`config.mk`:
```
export PLATFORM = sky130hd
export DESIGN_NAME = key_irq_aggregator
export DESIGN_NICKNAME = d
export VERILOG_FILES = /design/src/rtl/key_irq_pkg.sv /design/src/rtl/key_debounce.sv /design/src/rtl/key_irq_aggregator.sv
export SDC_FILE = /design/constraint.sdc
export NUM_CORES = 1
export LEC_CHECK = 0
export CAP_MARGIN = 20
export CORE_AREA = 2 2 105 107
export CTS_BUF_LIST = sky130_fd_sc_hd__clkbuf_4 sky130_fd_sc_hd__clkbuf_8 sky130_fd_sc_hd__clkbuf_16
export CTS_CLUSTER_SIZE = 16
export DETAILED_ROUTE_END_ITERATION = 8
export DIE_AREA = 0 0 107 109
export GPL_ROUTABILITY_DRIVEN = 0
export GPL_TIMING_DRIVEN = 0
export PLACE_DENSITY_LB_ADDON = 0.08
export SYNTH_ARGS = -nofsm -noshare
export SYNTH_HDL_FRONTEND = slang
export SYNTH_HIERARCHICAL = 1
export SYNTH_SLANG_ARGS = --single-unit
```
`constraint.sdc`:
```
create_clock -name clk -period 2.75 [get_ports clk]
set_clock_uncertainty 0.1 [all_clocks]
set_input_delay 0.55 -clock clk [delete_from_list [all_inputs] [get_ports clk]]
set_output_delay 0.55 -clock clk [all_outputs]
set_load 0.005 [all_outputs]
```
`src/rtl/key_irq_pkg.sv`:
```
// Shared types and helpers for the key interrupt aggregator.
// Mode enum, default debounce length, priority-encoder width.
package key_irq_pkg;

  typedef enum logic {
    IRQ_LEVEL = 1'b0,
    IRQ_EDGE  = 1'b1
  } irq_mode_t;

  localparam int DEFAULT_DEBOUNCE_CYCLES = 1000000;

  function automatic int id_width(input int n);
    return (n > 1) ? $clog2(n) : 1;
  endfunction

endpackage

```
`src/rtl/key_debounce.sv`:
```
// One key channel: synchroniser, polarity normalise, debounce.
// Ports: clk, reset, key_in -> level, press_evt (release_evt
// only when KEY_IRQ_RELEASE_EN is defined).
module key_debounce #(
  parameter int DEBOUNCE_CYCLES = 4,
  parameter int SYNC_STAGES     = 2,
  parameter int ACTIVE_LOW      = 1
) (
  input  logic clk,
  input  logic reset,
  input  logic key_in,
  output logic level,
`ifdef KEY_IRQ_RELEASE_EN
  output logic release_evt,
`endif
  output logic press_evt
);

  localparam int   CW  = $clog2(DEBOUNCE_CYCLES + 1);
  localparam logic REL = (ACTIVE_LOW != 0);

  logic [SYNC_STAGES-1:0] sync;
  logic [CW-1:0]          cnt;
  logic                   prev;
  logic                   pressed;

  // Preset to the released pin level so reset never
  // looks like a press.
  always_ff @(posedge clk or posedge reset) begin
    if (reset) begin
      sync <= {SYNC_STAGES{REL}};
    end else begin
      sync <= {sync[SYNC_STAGES-2:0], key_in};
    end
  end

  assign pressed = sync[SYNC_STAGES-1] ^ REL;

  always_ff @(posedge clk or posedge reset) begin
    if (reset) begin
      cnt   <= '0;
      level <= 1'b0;
      prev  <= 1'b0;
    end else begin
      prev <= level;
      if (pressed != level) begin
        if (cnt == CW'(DEBOUNCE_CYCLES - 1)) begin
          level <= ~level;
          cnt   <= '0;
        end else begin
          cnt <= cnt + CW'(1);
        end
      end else begin
        cnt <= '0;
      end
    end
  end

  assign press_evt = level & ~prev;
`ifdef KEY_IRQ_RELEASE_EN
  assign release_evt = ~level & prev;
`endif

endmodule

```
`src/rtl/key_irq_aggregator.sv`:
```
// N-channel key front-end driving the MCU external interrupt.
// Ports: keys_in, irq_mask/edge_mode/ack in; keys_debounced,
// irq_pending, irq_out, irq_id, irq_id_valid out.
// Option: KEY_IRQ_RELEASE_EN also latches release events.
module key_irq_aggregator
  import key_irq_pkg::*;
#(
  parameter int NUM_KEYS        = 5,
  parameter int DEBOUNCE_CYCLES = DEFAULT_DEBOUNCE_CYCLES,
  parameter int SYNC_STAGES     = 2,
  parameter int ACTIVE_LOW      = 1
) (
  input  logic                          clk,
  input  logic                          reset,
  input  logic [NUM_KEYS-1:0]           keys_in,
  input  logic [NUM_KEYS-1:0]           irq_mask,
  input  logic [NUM_KEYS-1:0]           irq_edge_mode,
  input  logic [NUM_KEYS-1:0]           irq_ack,
  output logic [NUM_KEYS-1:0]           keys_debounced,
  output logic [NUM_KEYS-1:0]           irq_pending,
  output logic                          irq_out,
  output logic [id_width(NUM_KEYS)-1:0] irq_id,
  output logic                          irq_id_valid
);

  localparam int IW = id_width(NUM_KEYS);

  logic [NUM_KEYS-1:0] press;
  logic [NUM_KEYS-1:0] set;
  logic [NUM_KEYS-1:0] active;
  logic [IW-1:0]       id_next;

`ifdef KEY_IRQ_RELEASE_EN
  logic [NUM_KEYS-1:0] rel;
`endif

  for (genvar i = 0; i < NUM_KEYS; i++) begin : g_ch
    key_debounce #(
      .DEBOUNCE_CYCLES(DEBOUNCE_CYCLES),
      .SYNC_STAGES    (SYNC_STAGES),
      .ACTIVE_LOW     (ACTIVE_LOW)
    ) u_db (
      .clk        (clk),
      .reset      (reset),
      .key_in     (keys_in[i]),
      .level      (keys_debounced[i]),
`ifdef KEY_IRQ_RELEASE_EN
      .release_evt(rel[i]),
`endif
      .press_evt  (press[i])
    );
  end

`ifdef KEY_IRQ_RELEASE_EN
  assign set = press | rel;
`else
  assign set = press;
`endif

  // Edge: sticky until ack, set beats ack.
  // Level: mirror debounced state, so edge->level reloads.
  always_ff @(posedge clk or posedge reset) begin
    if (reset) begin
      irq_pending <= '0;
    end else begin
      for (int i = 0; i < NUM_KEYS; i++) begin
        if (irq_mode_t'(irq_edge_mode[i]) == IRQ_EDGE) begin
          irq_pending[i] <= set[i] |
                            (irq_pending[i] & ~irq_ack[i]);
        end else begin
          irq_pending[i] <= keys_debounced[i];
        end
      end
    end
  end

  assign active = irq_pending & irq_mask;

  always_comb begin
    id_next = '0;
    for (int i = NUM_KEYS - 1; i >= 0; i--) begin
      if (active[i]) id_next = IW'(i);
    end
  end

  always_ff @(posedge clk or posedge reset) begin
    if (reset) begin
      irq_out <= 1'b0;
      irq_id  <= '0;
    end else begin
      irq_out <= |active;
      irq_id  <= id_next;
    end
  end

  assign irq_id_valid = irq_out;

endmodule

```
==> implementation parameters <==
Parameter                              Value

Outcome
  Outcome    complete, no violations

Clock network
  Clock input transition at the sequential cells of the worst setup and hold paths    60 ps
  TritonCTS clock tree    done
  Setup Fix Bufs, Post-CTS    0
  Clock net sink count    129
  CTS-repair resized insts    0
  TritonCTS buffer count    17
  Root Buffer    sky130_fd_sc_hd__clkbuf_8
  Bufs on Longest Clock Path    2
  Post-CTS Hold Buffers    0
  Total number of H-tree levels    4
  Clock latency of the later-clocked register in the worst-skew pair    530 ps

Floorplanning
  Total number of placement rows    38
  Initial Util    57.6%
  Die height    109 µm
  Chip width    107 µm
  Die Footprint    about 12000 µm²
  Io pins    37
  Core Area    between 10000 and 15000 µm²

Place
  Worst slack after detailed placement    469 ps
  Port Buffer Count    36
  Placed cell count    782
  Post-DP HPWL    slightly below 8000 µm

Logic synthesis
  Net count of the mapped netlist    633
  Post-Synthesis Cell Area    between 6000 and 7000 µm²
  Yosys warning count    6
  Post-Synthesis Cells    606
  Number of synthesized register bits    129
  Commonest register cell after synthesis    sky130_fd_sc_hd__dfrtp_1
  Average cell area after synthesis    10.1 µm²
  Count of different cell masters after synthesis    32
  Number of enable flip-flop cells after synthesis    0
  Async set or reset register ratio after synthesis    100%
  Part of the Yosys area used for sequential elements    between 50% and 60%

Timing
  Unrepaired setup endpoints after global routing    no
  Worst Max-Slew Pin Slew    903 ps
  Number of failing setup endpoints in the final timing report    0
  Maximum clock rate    431 MHz
  Setup TNS    0 ps
  Slew Limit Headroom    39.7%
  Final hold violation count    0
  Time the final worst path needs with I/O delays and setup    2320 ps
  Final period utilization    84.4%
  Worst Slack Setup Final    between 400 and 500 ps
  Number of slew-limit violations in the final report    0

Cells and area
  Filler cell count in the final layout    842
  Finished Layout Cells    814
  Final net count    688
  Fraction of layout instances using a drive strength above 1    11.1%
  Antenna cells    0
  Area occupied by registers    between 3000 and 4000 µm²
  Area growth from synthesis to final layout    18.3%
  Multi-input combinational cell area    2610 µm²

Detailed routing
  Detailed-route wire length    approximately 12000 µm
  Iteration-0 DRC Markers    about 250
  Number of search-and-repair iterations in the first detailed-routing pass    8
  Wire length per cell    14.6 µm
  Total via count after detailed routing    ~4.5k
  Remaining routing DRC violations    0
  Routed Antenna Nets    0
  Mean number of vias per cell    5.58

Critical path
  Highest fanout seen on the critical path    10
  Kind of end point of the critical path    register
  WP data arrival    approximately 2600 ps
  Startpoint-to-endpoint class of the critical path    register to register
  Cell family with most CP delay    simple AND/OR/NAND/NOR gates
  Slowest CP cell    sky130_fd_sc_hd__or4_1
  Data required time at the worst endpoint    3070 ps
  Crit path largest cell delay    between 500 and 600 ps
  List of cells traversed by the critical path    or4_1 -> or4_4 -> o21ai_4 -> buf_6 -> nor2_1
  Cells on worst reg2reg path    5
  CP Launch Type    register
  Number of buffers and inverters on the critical path    1
  Number of gates on the worst path with buffers counted    5

GRT
  Largest net degree at the start of global routing    25
  Wire length of the first global-routing pass    between 20000 and 25000 µm
  Vias in the first global route    4407
  Overall global routing resource usage    between 20% and 30%
  Number of antenna violations at the first check in global routing    0
  Gr ovfl total    0

Worst hold path
  Class of the tightest hold or removal check    register to register
  Worst hold path stage count    0

Power
  LEAKAGE    2.86 nW
  Power density over the cells    599 nW/µm²
  Peak supply drop    about 0.44 mV

Job
  Max-capacitance violation count    0
## final timing paths
check | startpoint | end | slack, ps
setup / recovery | g_ch[4].u_db/cnt[12]$_DFF_PP0_ | g_ch[4].u_db/cnt[13]$_DFF_PP0_ | 430
hold / removal | g_ch[2].u_db/sync[0]$_DFF_PP1_ | g_ch[2].u_db/sync[1]$_DFF_PP1_ | 250
setup reg to reg | g_ch[4].u_db/cnt[12]$_DFF_PP0_ | g_ch[4].u_db/cnt[13]$_DFF_PP0_ | 430
hold reg to reg | g_ch[2].u_db/sync[0]$_DFF_PP1_ | g_ch[2].u_db/sync[1]$_DFF_PP1_ | 250
max in group asynchronous | reset | g_ch[0].u_db/level$_DFFE_PP0P_ | 1360
min in group asynchronous | reset | irq_pending[4]$_DFF_PP0_ | 410
## per-layer routing
layer	vias up	wire, µm	global-route usage [%]
met1	2221	5690	30.2
met3	18	412	4.96
met4	0	224	9.93
li1	2210	-	-
met5	-	0	0
met2	96	5520	34.3
## layout by cell type, fill, tap and decap left out, types with 6 or more instances in the layout
cell type                         count
sky130_fd_sc_hd__a21oi_1             21
sky130_fd_sc_hd__clkbuf_16           16
sky130_fd_sc_hd__clkdlybuf4s50_1     36
sky130_fd_sc_hd__clkinv_2             7
sky130_fd_sc_hd__dfrtp_1            119
sky130_fd_sc_hd__dfstp_2             10
sky130_fd_sc_hd__inv_1               46
sky130_fd_sc_hd__nand2_1             18
sky130_fd_sc_hd__nand3_1             31
sky130_fd_sc_hd__nand4_1             25
sky130_fd_sc_hd__nor2_1             111
sky130_fd_sc_hd__nor2b_1              6
sky130_fd_sc_hd__nor3_1              20
sky130_fd_sc_hd__nor4_1              25
sky130_fd_sc_hd__o21ai_0             10
sky130_fd_sc_hd__or4_1               10
sky130_fd_sc_hd__xnor2_1             70
sky130_fd_sc_hd__xor2_1              10
## synth_stat cells (all sizes together) (6+ instances only)
cell	n	area (µm²)
xnor2	70	613
inv	46	173
dfstp	10	263
nor4	25	156
nor2b	6	37.5
dfrtp	119	2980
nand4	25	156
buf	6	63.8
nand3	31	155
or4	15	131
nor3	20	100
nor2	111	417
a21oi	21	105
nand2	18	67.6
xor2	10	87.6
o21ai	15	131
## stage by stage
stage	instance area, µm²	hold slack, ps	utilization (%)	total power (W)
final	7220	254	68.1	0.00432
after global routing	7220	254	68.1	0.00447
after CTS	7220	252	68.1	0.00437
after detailed placement	6640	247	62.7	0.00219
after global placement	6640	246	62.7	0.00218
after floorplan	6110	245	-	0.00210
## sequential cells by signal, indices dropped and copies added (netlist names)
name,count
irq_id_valid,1
g_ch.u_db/level,5
irq_pending,5
g_ch.u_db/prev,5
irq_id,3
g_ch.u_db/sync,10
g_ch.u_db/cnt,100
## where the power goes
part / switching [W] / internal (W)
clock: 0.000799 / 0.00137
sequential: 0.0000293 / 0.00194
combinational: 0.0000987 / 0.0000845
total: 0.000927 / 0.00340
## kinds of logic (layout without fill, tap and decap cells)
logic type	after synthesis	in the layout	share of synthesized area, %
and+or+nand+nor	281	281	23.6
buffers and inverters	57	125	4.18
xor gates and xnor gates	80	80	11.5
DFF	129	129	53.1
AOI/OAI and AO/OA	54	54	6.68
adders and majority gates	5	5	1.02
## area by class of cell
class,instances,share of cell area [%]
timing repair buffer,36,4.99
tap,140,2.43
inverter,46,2.39
buffer,11,1.14
multi-input combinational,420,36.2
clock buffer,21,6.50
clock inverter,11,1.52
sequential,129,44.9
Power figures use the tool's default switching activity.
